<file path="config.mk">
export PLATFORM = sky130hd
export DESIGN_NAME = simon_sequence_flat
export DESIGN_NICKNAME = d
export VERILOG_FILES = /design/src/rtl/simon_seq_if.sv /design/src/rtl/simon_sequence.sv /design/src/flat_wrapper.sv
export SDC_FILE = /design/constraint.sdc
export NUM_CORES = 1
export LEC_CHECK = 0
export ABC_CLOCK_PERIOD_IN_PS = 7720
export CAP_MARGIN = 15
export CORE_UTILIZATION = 25
export CTS_CLUSTER_SIZE = 20
export DETAILED_ROUTE_END_ITERATION = 7
export GPL_ROUTABILITY_DRIVEN = 1
export PLACE_DENSITY = 0.47
export SLEW_MARGIN = 20
export SYNTH_ARGS = -nofsm -noshare
export SYNTH_HDL_FRONTEND = slang
export SYNTH_SLANG_ARGS = --single-unit
</file>
<file path="constraint.sdc">
create_clock -name clk -period 7.72 [get_ports clk]
set_clock_uncertainty 0.1 [all_clocks]
set_input_delay 1.544 -clock clk [delete_from_list [all_inputs] [get_ports clk]]
set_output_delay 1.544 -clock clk [all_outputs]
set_load 0.03 [all_outputs]
</file>
<file path="src/rtl/simon_seq_if.sv">
// Command/status bundle for simon_sequence. With SIMON_SEQ_STIR_EN defined the
// bundle also carries the stir request.
interface simon_seq_if;
  logic       clear;
  logic       append;
  logic       rewind;
  logic       step;
`ifdef SIMON_SEQ_STIR_EN
  logic       stir;
`endif
  logic [1:0] color;
  logic [6:0] length;
  logic [5:0] index;
  logic       empty;
  logic       full;
  logic       at_end;

`ifdef SIMON_SEQ_STIR_EN
  modport master (output clear, append, rewind, step, stir,
                  input  color, length, index, empty, full, at_end);
  modport slave  (input  clear, append, rewind, step, stir,
                  output color, length, index, empty, full, at_end);
`else
  modport master (output clear, append, rewind, step,
                  input  color, length, index, empty, full, at_end);
  modport slave  (input  clear, append, rewind, step,
                  output color, length, index, empty, full, at_end);
`endif
endinterface

</file>
<file path="src/rtl/simon_sequence.sv">
// Simon colour sequence store: 64 x 2-bit entries filled from a free-running LFSR.
// Optional feature macro SIMON_SEQ_STIR_EN adds the stir input (double LFSR rate).
module simon_sequence (
  input  logic          clk,
  input  logic          reset,
  simon_seq_if.slave    bus
);
  localparam logic [15:0] LFSR_SEED = 16'hACE1;
  localparam logic [6:0]  DEPTH     = 7'd64;

  logic [63:0][1:0] mem;
  logic [6:0]       length_q;
  logic [5:0]       index_q;
  logic [15:0]      lfsr;
  logic [15:0]      lfsr_next;
  logic             is_full;
  logic             can_step;

  // Fibonacci taps 16,14,13,11 map to bits 0,2,3,5 in this right-shifting form.
  function automatic logic [15:0] lfsr_shift(input logic [15:0] s);
    return {s[0] ^ s[2] ^ s[3] ^ s[5], s[15:1]};
  endfunction

  always_comb begin
    lfsr_next = lfsr_shift(lfsr);
`ifdef SIMON_SEQ_STIR_EN
    if (bus.stir) lfsr_next = lfsr_shift(lfsr_next);
`endif
  end

  assign is_full  = (length_q == DEPTH);
  assign can_step = (length_q != 7'd0) && (({1'b0, index_q} + 7'd1) < length_q);

  always_ff @(posedge clk or posedge reset) begin
    if (reset) begin
      length_q <= 7'd0;
      index_q  <= 6'd0;
      lfsr     <= LFSR_SEED;
      mem      <= '0;
    end else begin
      lfsr <= lfsr_next;
      if (bus.clear) begin
        length_q <= 7'd0;
        index_q  <= 6'd0;
      end else begin
        // Step decision uses the pre-append length, so append is evaluated independently.
        if (bus.append && !is_full) begin
          mem[length_q[5:0]] <= lfsr[1:0];
          length_q           <= length_q + 7'd1;
        end
        if (bus.rewind)
          index_q <= 6'd0;
        else if (bus.step && can_step)
          index_q <= index_q + 6'd1;
      end
    end
  end

  assign bus.color  = mem[index_q];
  assign bus.length = length_q;
  assign bus.index  = index_q;
  assign bus.empty  = (length_q == 7'd0);
  assign bus.full   = is_full;
  assign bus.at_end = (length_q != 7'd0) && ({1'b0, index_q} == (length_q - 7'd1));

endmodule
</file>
<file path="src/flat_wrapper.sv">
// flat-port wrapper written by rule: the top's interface ports become plain ports
module simon_sequence_flat 
  (clk, reset, bus_clear, bus_append, bus_rewind, bus_step, bus_color, bus_length, bus_index, bus_empty, bus_full, bus_at_end);
  simon_seq_if bus_i ();
  input  logic clk;
  input  logic reset;
  input wire logic [$bits(bus_i.clear)-1:0] bus_clear;
  input wire logic [$bits(bus_i.append)-1:0] bus_append;
  input wire logic [$bits(bus_i.rewind)-1:0] bus_rewind;
  input wire logic [$bits(bus_i.step)-1:0] bus_step;
  output wire logic [$bits(bus_i.color)-1:0] bus_color;
  output wire logic [$bits(bus_i.length)-1:0] bus_length;
  output wire logic [$bits(bus_i.index)-1:0] bus_index;
  output wire logic [$bits(bus_i.empty)-1:0] bus_empty;
  output wire logic [$bits(bus_i.full)-1:0] bus_full;
  output wire logic [$bits(bus_i.at_end)-1:0] bus_at_end;
  assign bus_i.clear = bus_clear;
  assign bus_i.append = bus_append;
  assign bus_i.rewind = bus_rewind;
  assign bus_i.step = bus_step;
  assign bus_color = bus_i.color;
  assign bus_length = bus_i.length;
  assign bus_index = bus_i.index;
  assign bus_empty = bus_i.empty;
  assign bus_full = bus_i.full;
  assign bus_at_end = bus_i.at_end;
  simon_sequence u_core (.clk(clk), .reset(reset), .bus(bus_i));
endmodule
</file>
==> results of run 1 <==
==> path summary, 6_finish.rpt <==
check                            endpoint  slack, ns                 start  cells past startpoint
setup reg to reg            u_core.mem[4]       3.84  u_core.bus.length[1]                      7
hold reg to reg            u_core.lfsr[3]       0.25        u_core.lfsr[4]                      0
hold / removal             u_core.lfsr[3]       0.25        u_core.lfsr[4]                      0
min in group asynchronous  u_core.lfsr[9]       1.40                 reset                      2
max in group asynchronous  u_core.mem[17]       4.96                 reset                      3
setup / recovery             bus_color[1]       2.53   u_core.bus.index[0]                      8
==> Yosys cell counts, drive strengths merged <==
| master | instances |
|---|---|
| nor2b | 2 |
| o21ai | 2 |
| nor4b | 3 |
| a31o | 2 |
| or3 | 7 |
| a21boi | 1 |
| xnor2 | 16 |
| o32a | 2 |
| o221ai | 2 |
| nand3b | 5 |
| and3 | 3 |
| o22ai | 4 |
| ha | 10 |
| or2 | 2 |
| nand4 | 5 |
| buf | 19 |
| o211ai | 2 |
| a41o | 1 |
| dfstp | 8 |
| inv | 10 |
| mux2 | 132 |
| nand2 | 39 |
| clkbuf | 19 |
| mux4 | 30 |
| o32ai | 2 |
| a311oi | 1 |
| nor4 | 3 |
| a21oi | 13 |
| nand2b | 5 |
| nor3 | 18 |
| mux2i | 6 |
| xor2 | 4 |
| nor2 | 74 |
| dfrtp | 149 |
| nand3 | 17 |
| and2 | 1 |
==> placed cells by master, fill, tap and decap left out, drive strengths merged, types with 7 or more instances in the layout <==
cell,instances
inv,19
nor3,18
or3,7
clkdlybuf4s50,23
xnor2,16
clkbuf,17
dfrtp,149
ha,10
dfstp,8
mux4,30
a21oi,13
mux2,132
nor2,74
nand3,17
nand2,39
==> cell families after synthesis <==
kind of cell | Yosys count | share of synthesized area (%)
flip-flops | 157 | 50.5
AND/OR/NAND/NOR | 184 | 11.4
XOR/XNOR | 20 | 2.25
adder cells (fa/ha/maj) | 10 | 1.61
buffers and inverters | 48 | 2.76
AO/OA/AOI/OAI | 32 | 2.97
multiplexers | 168 | 28.5
==> worst reg2reg max path, stage by stage, from the launching register on <==
cell and delay [ns]:
dfrtp_1 0.75, inv_1 0.29, ha_1 0.28, nor2b_1 0.19, a311oi_4 0.64, nand4_1 0.69, nor2_1 0.44, mux2_2 0.37
==> registers in the layout, summed over array words and instances, names as in the netlist <==
register,count
u_core.bus.length,7
u_core.lfsr,16
u_core.bus.index,6
u_core.mem,128
==> per-stage QoR <==
stage	setup WS [ns]	utilization [%]
after floorplan	1.85	-
after global placement	2.97	27.4
after detailed placement	2.92	27.4
after CTS	2.45	29.3
after global routing	2.22	29.3
final	2.53	29.3
==> power by group <==
part           internal [uW]  switching [uW]  total, uW
Clock                    437             415        852
Combinational           19.0            46.5       65.6
Sequential               823            6.01        829
==> layer usage <==
metal / GRT usage (%) / vias to the layer above
met5: 0 / -
li1: - / 2244
met3: 2.49 / 21
met1: 18.6 / 2566
met4: 4.24 / 0
met2: 19.8 / 72
==> area by class of cell <==
type,instances,area [sq um]
fill,3162,21700
sequential,157,3940
multi-input combinational,414,3640
tap,396,495
clock buffer,17,425
timing repair buffer,29,275
clock inverter,15,170
inverter,10,42.5
==> flow_summary_export.csv, run 1 <==
group,metric,value,unit
outcome,status,"finished clean",
placed_design,dp_cells,1006,
critical_path,cpPeakStageDelay,0.73,ns
placed_design,dpl.hpwl,12500,microns
global_route,grt_use_total,13.1,%
route,met1_length,9560,microns
logic_synthesis,syn-num-nets,635,
global_route,grt_pass1_wl,31100,microns
critical_path,worstPathRequired,6.08,ns
sta,setup_viol,0,
cts,clk_latency,0.44,ns
critical_path,crit_path_end_kind,"primary output",
logic_synthesis,syn_inst,619,
global_route,gr-total-overflow,0,
floorplan,core,30700,sq um
route,drc,0,
critical_path,critical_path_class,"register to primary output",
placed_design,finalWeightedCongestion,0.797,
critical_path,crit_chain,"buf_4, mux4_2, nor4b_1, nor4_1, o221ai_1, a21oi_1, and3_1, clkdlybuf4s50_1",
logic_synthesis,ys_seq_elements,157,
route,vias_per_cell,4.72,
floorplan,die_area,31900,sq um
logic_synthesis,synth_seq_area_share,50.5,%
route,firstDrtPassIters,4,
layout,n_antenna_cell,0,
sta,slew_headroom,38.2,%
sta,holdWs,0.255,ns
logic_synthesis,syn_avg_cell_area,12.6,sq um
cts,htreeDepth,4,
route,finalWirelength,19200,microns
critical_path,cp_data_arrival_time,3.54,ns
job,drv_cap,0,
cts,clk_pin_slew,0.07,ns
global_route,antenna_found_initial,0,
cts,holdBufCountCts,0,
power_and_ir_drop,leakage,0.00392,uW
floorplan,ios,24,
route,wl_per_cell,18.5,microns
global_route,grt_max_degree,66,
layout,fin_area,8990,sq um
layout,fin_nets,645,
sta,finalSetupTns,0,ns
route,wl_met3,594,microns
sta,rsz0062_at_grt,"false",
floorplan,die_h,179,microns
placed_design,place_area,8400,sq um
critical_path,cpLargestDelayFamily,"buffers and inverters",
sta,timing.fmax,193,MHz
logic_synthesis,synth.area.top_cells,"dfrtp_1, mux2_2, mux4_2, nor2_1, dfstp_2",
placed_design,portBuffers,23,
logic_synthesis,syn_area,7790,sq um
power_and_ir_drop,power_density,194,nW/um^2
route,routed-wl-met2,8760,microns
floorplan,start_util,25.4,%
critical_path,crit_fanout,19,
cts,cts.sinks,157,
route,top_layer,"met4",
route,initialDrtViolationCount,169,
logic_synthesis,yosys.area.top_type,"dfrtp_1",
layout,stdcell_count,1038,
cts,cts_resized,0,
critical_path,slowest_stage,"dfrtp_2",
worst_hold_path,hp-class,"register to register",
route,ant_nets,0,
floorplan,die_w,179,microns
route,vias,4903,
sta,finalMaxSlewViolations,0,
global_route,grt_pass1_vias,5203,
logic_synthesis,yosysWarnings,0,
cts,post_cts_buffers,0,
sta,hold_viol,0,
layout,syn_to_final_growth,15.4,%
critical_path,crit_buf_inv,2,
cts,root_buffer,"clkbuf_16",
logic_synthesis,netlist.area_leader.share,47.8,%
floorplan,num_rows,64,
power_and_ir_drop,ir_drop,0.138,mV
sta,fin_crit_sh,67.2,%
sta,period_minus_slack,5.19,ns
cts,cts_tree,"done",
layout,drive_gt1_share,34.6,%
cts,cts_buffers,17,
cts,clockBufferDepth,2,
logic_synthesis,synth.distinct_cells,47,
power_and_ir_drop,power,1750,uW
sta,worst_pin_slew,0.927,ns
critical_path,startpoint_type,"register",
No activity file was read; power rests on OpenSTA's default activity.
==> inputs of run 2 (changes only) <==
--- a/config.mk
+++ b/config.mk
@@ -5,7 +5,7 @@
 export SDC_FILE = /design/constraint.sdc
 export NUM_CORES = 1
 export LEC_CHECK = 0
-export ABC_CLOCK_PERIOD_IN_PS = 7720
+export ABC_CLOCK_PERIOD_IN_PS = 4900
 export CAP_MARGIN = 15
 export CORE_UTILIZATION = 25
 export CTS_CLUSTER_SIZE = 20
==> constraint.sdc (replaced) <==
create_clock -name clk -period 4.9 [get_ports clk]
set_clock_uncertainty 0.1 [all_clocks]
set_input_delay 0.98 -clock clk [delete_from_list [all_inputs] [get_ports clk]]
set_output_delay 0.98 -clock clk [all_outputs]
set_load 0.03 [all_outputs]
==> run 2 against run 1 <==
Global-route usage rose by 0.13 points. First-iteration DRC count rose by 63%. Flip-flop and latch count did not move. Clock power rose by 55%. Utilization rose by 0.073 points. Worst hold slack got worse by 0.0054 ns. Largest cell class unchanged.
==> flow_summary_export.csv, run 2 (synthesis gave the netlist of run 1 again) <==
group,metric,value,unit
outcome,status,"finished clean",
critical_path,crit_start,"u_core.bus.length[1]",
floorplan,die_w,179,microns
floorplan,die_area,31900,sq um
power_and_ir_drop,combinationalPowerShare,3.9,%
sta,slew_headroom,48.1,%
cts,post_cts_buffers,0,
route,initialDrtViolationCount,275,
layout,n_antenna_cell,0,
layout,layout_commonest_cell,"dfrtp_1",
cts,cts.sinks,157,
power_and_ir_drop,leakage,0.00393,uW
critical_path,r2r_slack,1.39,ns
cts,htreeDepth,4,
cts,clockBufferDepth,2,
route,firstDrtPassIters,4,
power_and_ir_drop,p_clk_share,48.2,%
placed_design,dpl.hpwl,13000,microns
cts,cts_resized,0,
critical_path,regToRegEndpoint,"u_core.mem[52]",
layout,n_fill_cell,3132,
critical_path,critical_path_class,"register to primary output",
route,wl_per_cell,18.8,microns
power_and_ir_drop,p_seq_share,47.9,%
global_route,grt_max_degree,133,
critical_path,cp_data_arrival_time,3.32,ns
floorplan,die_h,179,microns
power_and_ir_drop,p_sw,681,uW
critical_path,startpoint_type,"register",
critical_path,crit_fanout,16,
layout,regMostFlops,"u_core.mem",
global_route,grt_pass1_vias,5122,
sta,setup_viol,0,
placed_design,place_area,8440,sq um
critical_path,worstPathRequired,3.82,ns
sta,hold_viol,0,
job,drv_cap,0,
layout,final_cell_mix,"dfrtp_1, mux2_2, nor2_1, nand2_1, mux4_2",
floorplan,num_rows,64,
critical_path,crit_end,"bus_at_end",
floorplan,ios,24,
cts,root_buffer,"clkbuf_16",
layout,multi_input_comb_area,3640,sq um
power_and_ir_drop,internal-power,2050,uW
cts,cts_buffers,17,
cts,clk_pin_slew,0.07,ns
route,finalWirelength,19600,microns
sta,worst_pin_slew,0.778,ns
sta,rsz0062_at_grt,"false",
route,vias,4866,
critical_path,timing.rr.start,"u_core.bus.length[1]",
route,vias_per_cell,4.67,
sta,finalMaxSlewViolations,0,
global_route,gr-total-overflow,0,
global_route,antenna_found_initial,0,
floorplan,start_util,25.4,%
layout,syn_to_final_growth,15.7,%
placed_design,portBuffers,23,
global_route,grt_use_total,13.2,%
floorplan,core,30700,sq um
cts,cts_tree,"done",
layout,seq_area,3940,sq um
cts,clk_latency,0.43,ns
sta,timing.fmax,227,MHz
sta,finalSetupTns,0,ns
layout,drive_gt1_share,34.7,%
worst_hold_path,hp-class,"register to register",
sta,fin_crit_sh,89.8,%
cts,holdBufCountCts,0,
critical_path,crit_path_end_kind,"primary output",
layout,fin_area,9010,sq um
route,drc,0,
sta,period_minus_slack,4.40,ns
power_and_ir_drop,swShare,25.0,%
power_and_ir_drop,power_density,303,nW/um^2
route,ant_nets,0,
placed_design,finalWeightedCongestion,0.746,
layout,fin_nets,649,
layout,largest_reg_flops,128,
global_route,grt_pass1_wl,31200,microns
power_and_ir_drop,ir_drop,0.254,mV
critical_path,reg2reg_depth,9,
-- run 2: cell types whose count changed in the layout (fill, tap and decap cells not counted) --
cell        before  now
bufinv_16        0    1
clkbuf_1         0    1
inv_8            4    3
clkinvlp_4       1    3
buf_12           0    1
clkinv_4         1    4
clkinv_8         4    0
inv_6            6    4
buf_4            6    9
dfrtp_2          3    2
dfrtp_1        146  147
-- run 2: critical path, stage by stage, from the launching register on --
cell	delay, ns
dfrtp_1	0.61
inv_1	0.27
ha_1	0.22
nor2b_1	0.37
nand2_1	0.12
xnor2_1	0.16
nand4_1	0.12
nor4b_1	0.30
clkdlybuf4s50_1	0.73
-- run 2: how the worst min path moves through the flow --
stage                           to  slack, ns            from  cells past startpoint
global route        u_core.lfsr[6]       0.26  u_core.lfsr[7]                      0
floorplan           u_core.lfsr[3]       0.23  u_core.lfsr[4]                      0
finish              u_core.lfsr[8]       0.25  u_core.lfsr[9]                      0
detailed placement  u_core.lfsr[8]       0.24  u_core.lfsr[9]                      0
CTS                 u_core.lfsr[8]       0.25  u_core.lfsr[9]                      0
global placement    u_core.lfsr[8]       0.23  u_core.lfsr[9]                      0
-- run 2: layer usage --
metal | vias to the layer above | global-route usage [%] | share of wire [%]
met5 | - | 0 | 0
met4 | 0 | 3.32 | 1.4
met3 | 25 | 3.47 | 4.6
met2 | 90 | 20.0 | 45
met1 | 2510 | 18.6 | 49
li1 | 2241 | - | -
-- run 2: final cells by class --
cell class,instances,share of cell area [%]
clock buffer,18,4.76
clock inverter,14,1.65
inverter,10,0.458
sequential,157,43.7
timing repair buffer,33,3.53
multi-input combinational,414,40.4
tap,396,5.50
-- run 2: through the flow --
stage | setup slack (ns) | power, uW | std cells | hold WS, ns | util, %
finish | 0.499 | 2730 | 1042 | 0.249 | 29.4
global route | 0.260 | 2840 | 1042 | 0.261 | 29.4
CTS | 0.386 | 2770 | 1042 | 0.255 | 29.4
detailed placement | 0.891 | 1440 | 1010 | 0.236 | 27.5
global placement | 0.870 | 1440 | 1010 | 0.232 | 27.5
floorplan | 1.04 | 1400 | 619 | 0.231 | -
-- run 2: power by group through the flow --
stage	Sequential [uW]	Combinational (uW)	Clock (uW)
2_1_floorplan	1330	72.6	0
3_3_place_gp	1330	109	0
3_5_place_dp	1330	109	0
4_1_cts	1310	109	1350
5_1_grt	1310	119	1410
6_report	1310	106	1320
==> inputs of run 3 (changes only) <==
--- a/config.mk
+++ b/config.mk
@@ -6,13 +6,13 @@
 export NUM_CORES = 1
 export LEC_CHECK = 0
 export ABC_CLOCK_PERIOD_IN_PS = 4900
-export CAP_MARGIN = 15
+export CAP_MARGIN = 20
 export CORE_UTILIZATION = 25
 export CTS_CLUSTER_SIZE = 20
 export DETAILED_ROUTE_END_ITERATION = 7
 export GPL_ROUTABILITY_DRIVEN = 1
-export PLACE_DENSITY = 0.47
-export SLEW_MARGIN = 20
+export PLACE_DENSITY = 0.51
+export SLEW_MARGIN = 30
 export SYNTH_ARGS = -nofsm -noshare
 export SYNTH_HDL_FRONTEND = slang
 export SYNTH_SLANG_ARGS = --single-unit
==> run 3 against run 2 <==
Global-route usage rose by 0.19 points. Sequential power barely moved. Design area rose by 1.1%. Utilization rose by 0.32 points. Critical path type unchanged. Highest routed layer unchanged. Non-clock buffer count rose by 7.
==> flow_summary_export.csv, run 3 (synthesis gave the netlist of run 1 again) <==
group,metric,value,unit
critical_path,crit_chain,"mux4_2, nor4b_1, nor4_1, o221ai_1, a21oi_1, and3_1, clkdlybuf4s50_1",
cts,cts.sinks,157,
cts,htreeDepth,4,
route,ant_nets,0,
power_and_ir_drop,power_density,310,nW/um^2
outcome,status,"finished clean",
sta,period_minus_slack,4.34,ns
layout,drive_gt1_share,35.4,%
layout,regMostFlops,"u_core.mem",
power_and_ir_drop,combinationalPowerShare,4.0,%
cts,clk_latency,0.43,ns
route,initialDrtViolationCount,287,
critical_path,cp_data_arrival_time,3.26,ns
global_route,grt_pass1_vias,5235,
route,vias_per_cell,4.77,
sta,slew_headroom,45.1,%
layout,n_antenna_cell,0,
floorplan,ios,24,
job,drv_cap,0,
layout,fin_util,29.7,%
global_route,grt_pass1_wl,31800,microns
floorplan,start_util,25.4,%
critical_path,reg2reg_depth,9,
power_and_ir_drop,power,2830,uW
cts,holdBufCountCts,0,
power_and_ir_drop,swShare,23.7,%
layout,fin_nets,656,
route,firstDrtPassIters,5,
critical_path,crit_fanout,16,
sta,finalMaxSlewViolations,0,
layout,fin_area,9110,sq um
critical_path,crit_buf_inv,1,
global_route,gr-total-overflow,0,
sta,timing.fmax,230,MHz
worst_hold_path,hp-class,"register to register",
sta,hold_viol,0,
power_and_ir_drop,p_sw,671,uW
critical_path,regToRegEndpoint,"u_core.bus.index[1]",
power_and_ir_drop,leakage,0.00400,uW
placed_design,dp_slack,0.993,ns
worst_hold_path,holdPathStages,0,
floorplan,core,30700,sq um
sta,fin_crit_sh,88.7,%
cts,clk_pin_slew,0.07,ns
cts,post_cts_buffers,0,
floorplan,die_h,179,microns
global_route,grt_use_total,13.4,%
global_route,antenna_found_initial,0,
placed_design,portBuffers,23,
layout,syn_to_final_growth,16.9,%
layout,largest_reg_flops,128,
cts,cts_buffers,17,
cts,cts_tree,"done",
power_and_ir_drop,ir_drop,0.189,mV
floorplan,die_area,31900,sq um
sta,setup_viol,0,
critical_path,crit_path_end_kind,"primary output",
critical_path,timing.rr.start,"u_core.bus.index[1]",
sta,fin_ws,0.556,ns
cts,clockBufferDepth,2,
route,wl_per_cell,19.0,microns
floorplan,num_rows,64,
critical_path,worstPathRequired,3.82,ns
route,finalWirelength,19900,microns
layout,layout_commonest_cell,"dfrtp_1",
critical_path,cpPeakStageDelay,0.88,ns
sta,finalSetupTns,0,ns
cts,cts_resized,0,
placed_design,finalWeightedCongestion,0.793,
worst_hold_path,min_to,"u_core.lfsr[3]",
critical_path,r2r_slack,1.50,ns
layout,final_cell_mix,"dfrtp_1, mux2_2, nor2_1, nand2_1, mux4_2",
placed_design,dpl.hpwl,13500,microns
critical_path,slowest_stage,"dfrtp_1",
global_route,grt_max_degree,66,
critical_path,critical_path_class,"register to primary output",
layout,n_fill_cell,3101,
critical_path,startpoint_type,"register",
critical_path,cpLargestDelayFamily,"flip-flops",
floorplan,die_w,179,microns
sta,rsz0062_at_grt,"false",
sta,worst_pin_slew,0.823,ns
worst_hold_path,holdCritStartpoint,"u_core.lfsr[4]",
route,drc,0,
route,vias,5003,
power_and_ir_drop,p_clk_share,49.9,%
power_and_ir_drop,p_seq_share,46.1,%
power_and_ir_drop,internal-power,2160,uW
placed_design,place_area,8490,sq um
cts,root_buffer,"clkbuf_16",
[run 3: cell count changes in the layout (fill, tap and decap cells not counted)]
| cell | before | now |
|---|---|---|
| clkinvlp_4 | 3 | 1 |
| buf_4 | 9 | 16 |
| inv_6 | 4 | 6 |
| clkinv_4 | 4 | 2 |
| bufinv_16 | 1 | 3 |
[run 3: worst max-delay path by stage]
stage | startpoint | to | slack [ns] | depth (start not counted)
after global routing | u_core.bus.length[0] | bus_at_end | 0.32 | 8
after floorplan | u_core.bus.length[1] | bus_at_end | 1.04 | 8
after global placement | u_core.bus.length[0] | bus_at_end | 0.98 | 8
after detailed placement | u_core.bus.index[2] | bus_color[1] | 0.99 | 7
after CTS | u_core.bus.length[0] | bus_at_end | 0.53 | 8
final | u_core.bus.index[2] | bus_color[1] | 0.56 | 7
[run 3: worst register-to-register path, cell delays in order (launching register included)]
cell	delay (ns)
dfrtp_1	0.76
buf_4	0.39
ha_1	0.30
nand3_1	0.15
xnor2_1	0.17
ha_1	0.26
a21boi_0	0.12
o211ai_1	0.55
a21oi_1	0.14
a41o_1	0.30
[run 3: layout make-up]
cell class / instances / area [sq um] / share of cell area (%)
Timing Repair Buffer: 40 / 370 / 4.06
Tap cell: 396 / 495 / 5.44
Sequential cell: 157 / 3940 / 43.3
Clock buffer: 18 / 429 / 4.71
Clock inverter: 14 / 194 / 2.13
Multi-Input combinational cell: 414 / 3640 / 39.9
Inverter: 10 / 41.3 / 0.453
[run 3: power groups by stage]
stage | combinational (uW) | clock [uW] | sequential [uW]
final | 113 | 1410 | 1300
after global routing | 125 | 1510 | 1300
after CTS | 116 | 1440 | 1300
after detailed placement | 115 | 0 | 1330
after global placement | 116 | 0 | 1330
after floorplan | 72.6 | 0 | 1330
[run 3: per-stage QoR]
stage | hold WS [ns] | std cells
3_5_place_dp | 0.237 | 1017
2_1_floorplan | 0.231 | 619
6_report | 0.252 | 1049
3_3_place_gp | 0.237 | 1017
4_1_cts | 0.257 | 1049
5_1_grt | 0.260 | 1049
[run 3: per-layer routing]
metal / vias up / part of all wire, % / GRT usage [%]
met1: 2629 / 49 / 18.6
met5: - / 0 / 0
met2: 87 / 46 / 20.5
met3: 18 / 3.8 / 3.20
li1: 2269 / - / -
met4: 0 / 1.4 / 4.03
==> variant, RTL diff (flow settings as in run 2) <==
Reset style: synchronous (`reset`), changed in one clocked block.
--- a/src/rtl/simon_sequence.sv
+++ b/src/rtl/simon_sequence.sv
@@ -33,3 +33,3 @@
 
-  always_ff @(posedge clk or posedge reset) begin
+  always_ff @(posedge clk) begin
     if (reset) begin
Behaviour: differs if reset is asserted again (counterexample within 4 cycles, from zero or initial values and one cycle with reset high); with reset held inactive, the same outputs for 4 cycles.
==> variant against run 2 <==
  * Power increased by 2.1%
  * Synthesized area decreased by 3.0%
  * Final area is 3.1% lower
  * Global-route usage grew 1.0 points
  * Critical path type unchanged
  * Core utilization barely moved
  * Synthesized cell count up 40%
  * Sequential share of layout area is 7.7 points lower
  * Non-clock buffer count is 11 higher
  * Sequential cell count is the same
  * Highest routed layer unchanged
  * Worst setup slack improved by 0.083 ns
  * Routed wire length increased by 6.5%
==> variant: results (changes against run 2) <==
stage,metric,value,unit,change
run_status,status,"finished, final reports clean",,unchanged
pwr,Int Power,0.00213,W,was 0.00205 W
detailed_routing,wl on met1,10.1,mm,was 9.64 mm
final_layout,nets,872,,was 649
grt,initial antenna violation count,0,,unchanged
yosys,ys async rst share,0,%,was 100%
cts,TritonCTS Buffers,17,,unchanged
placed_design,Final HPWL DP,13.2,mm,was 13.0 mm
hold_path,Worst Hold Path EP,u_core.lfsr[11],,was u_core.lfsr[8]
placed_design,buffers added on ports,23,,unchanged
grt,Total GRT Usage,14.2,%,was 13.2%
yosys,register area share after synthesis,41.6,%,was 50.5%
yosys,Unique masters post-synth,49,,was 47
pwr,worst vdd ir,0.192,mV,was 0.254 mV
grt,largest net degree at the start of global routing,82,,was 133
setup_path,CP endpoint kind,output port,,unchanged
final_layout,Fillers,3150,,was 3132
placed_design,placer congestion estimate,0.769,,was 0.746
detailed_routing,WL final,20.9,mm,was 19.6 mm
setup_path,RR Startpoint,u_core.bus.index[1],,was u_core.bus.length[1]
yosys,Post-Syn Nets,881,,was 635
pwr,Clock power frac,50.3,%,was 48.2%
final_layout,ant diodes,0,,unchanged
cts,later-pin clock latency in the skew report,0.43,ns,about the same
setup_path,Worst R2R End,u_core.bus.index[3],,was u_core.mem[52]
cts,clock transition at the registers of the reported paths,0.07,ns,about the same
timing,Tcrit/Tclk final,88.1,%,was 89.8%
setup_path,Crit Path Max Fanout,20,,was 16
setup_path,worst setup path start,u_core.bus.index[2],,was u_core.bus.length[1]
yosys,main area contributors after synthesis,"dfxtp_1 (42%), mux4_2 (8.6%), mux2i_1 (8.6%)",,"was dfrtp_1 (48%), mux2_2 (18%), mux4_2 (8.7%)"
detailed_routing,Vias,6108,,was 4866
detailed_routing,Initial DRC Count,406,,was 275
final_layout,max FFs per register,128,,unchanged
detailed_routing,drt first pass iters,4,,unchanged
setup_path,CP endpoint,bus_color[1],,was bus_at_end
hold_path,Hold Crit Depth,1,,was 0
setup_path,R2R depth,11,,was 9
grt,first-pass GRT wire length,34.0,mm,was 31.2 mm
final_layout,layout cells sized above 1,12.0,%,was 34.7%
yosys,main flop type after synthesis,dfxtp_1,,was dfrtp_1
grt,vias in the first global route,5918,,was 5122
hold_path,Hold Crit Start,u_core.lfsr[12],,was u_core.lfsr[9]
pwr,static leakage,2.93,nW,was 3.93 nW
yosys,"top cells by count, synth","dfxtp_1 (157), nand2_1 (139), a21oi_1 (86), nor2_1 (86), nand3_1 (72)",,"was dfrtp_1 (149), mux2_2 (126), nor2_1 (71)"
detailed_routing,WL met3,757,µm,was 897 µm
detailed_routing,routed wl met2,9.74,mm,was 8.82 mm
cts,clk buf depth,2,,unchanged
placed_design,pre-CTS WS,1.00,ns,was 0.891 ns
setup_path,R2R Setup Slk,1.72,ns,was 1.39 ns
pwr,sequential fraction of design power,46.4,%,was 47.9%
timing,Slew headroom,38.5,%,was 48.1%
-- variant: changes by cell type after synthesis, sizes merged, moves of 27 or more --
cell,delta
a21oi,+73
mux2,-130
nand2,+100
o21ai,+27
nand3,+55
dfxtp,+157
mux2i,+59
dfrtp,-149
-- variant: worst max-delay path: stages, from the launching register on --
cell and delay [ns]:
dfxtp_2 0.67, mux4_2 0.38, nor2b_1 0.14, a211oi_1 0.38
a21oi_1 0.09, a211oi_1 0.39, a21oi_1 0.13, clkdlybuf4s50_1 0.62
-- variant: through the flow --
stage	instance area, µm²	hold slack [ns]	util, %	total power (W)	cells
3_3_place_gp	8120	0.297	27.3	0.00141	1226
3_5_place_dp	8120	0.296	27.3	0.00141	1226
2_1_floorplan	7560	0.289	-	0.00138	864
5_1_grt	8730	0.334	29.4	0.00288	1258
4_1_cts	8730	0.316	29.4	0.00281	1258
6_report	8730	0.315	29.4	0.00279	1258
-- variant: final cells by class --
| class | instances | share of cell area (%) |
|---|---|---|
| inverter | 9 | 0.387 |
| clock inverter | 14 | 2.09 |
| tap | 390 | 5.59 |
| clock buffer | 18 | 4.91 |
| timing repair buffer | 44 | 4.56 |
| sequential | 157 | 36.0 |
| multi-input combinational | 626 | 46.4 |
-- variant: cell families after synthesis --
logic type               share of synthesized area (%)
AND/OR/NAND/NOR                                   21.8
XOR/XNOR                                          2.32
multiplexers                                      17.5
AO/OA/AOI/OAI                                     10.1
buffers and inverters                             4.91
flip-flops                                        41.6
adder cells (fa/ha/maj)                           1.82
-- variant: routing by layer --
metal | vias to the layer above | track usage, %
li1 | 3003 | -
met1 | 2979 | 19.0
met2 | 108 | 23.2
met3 | 18 | 2.86
met4 | 0 | 3.77
met5 | - | 0
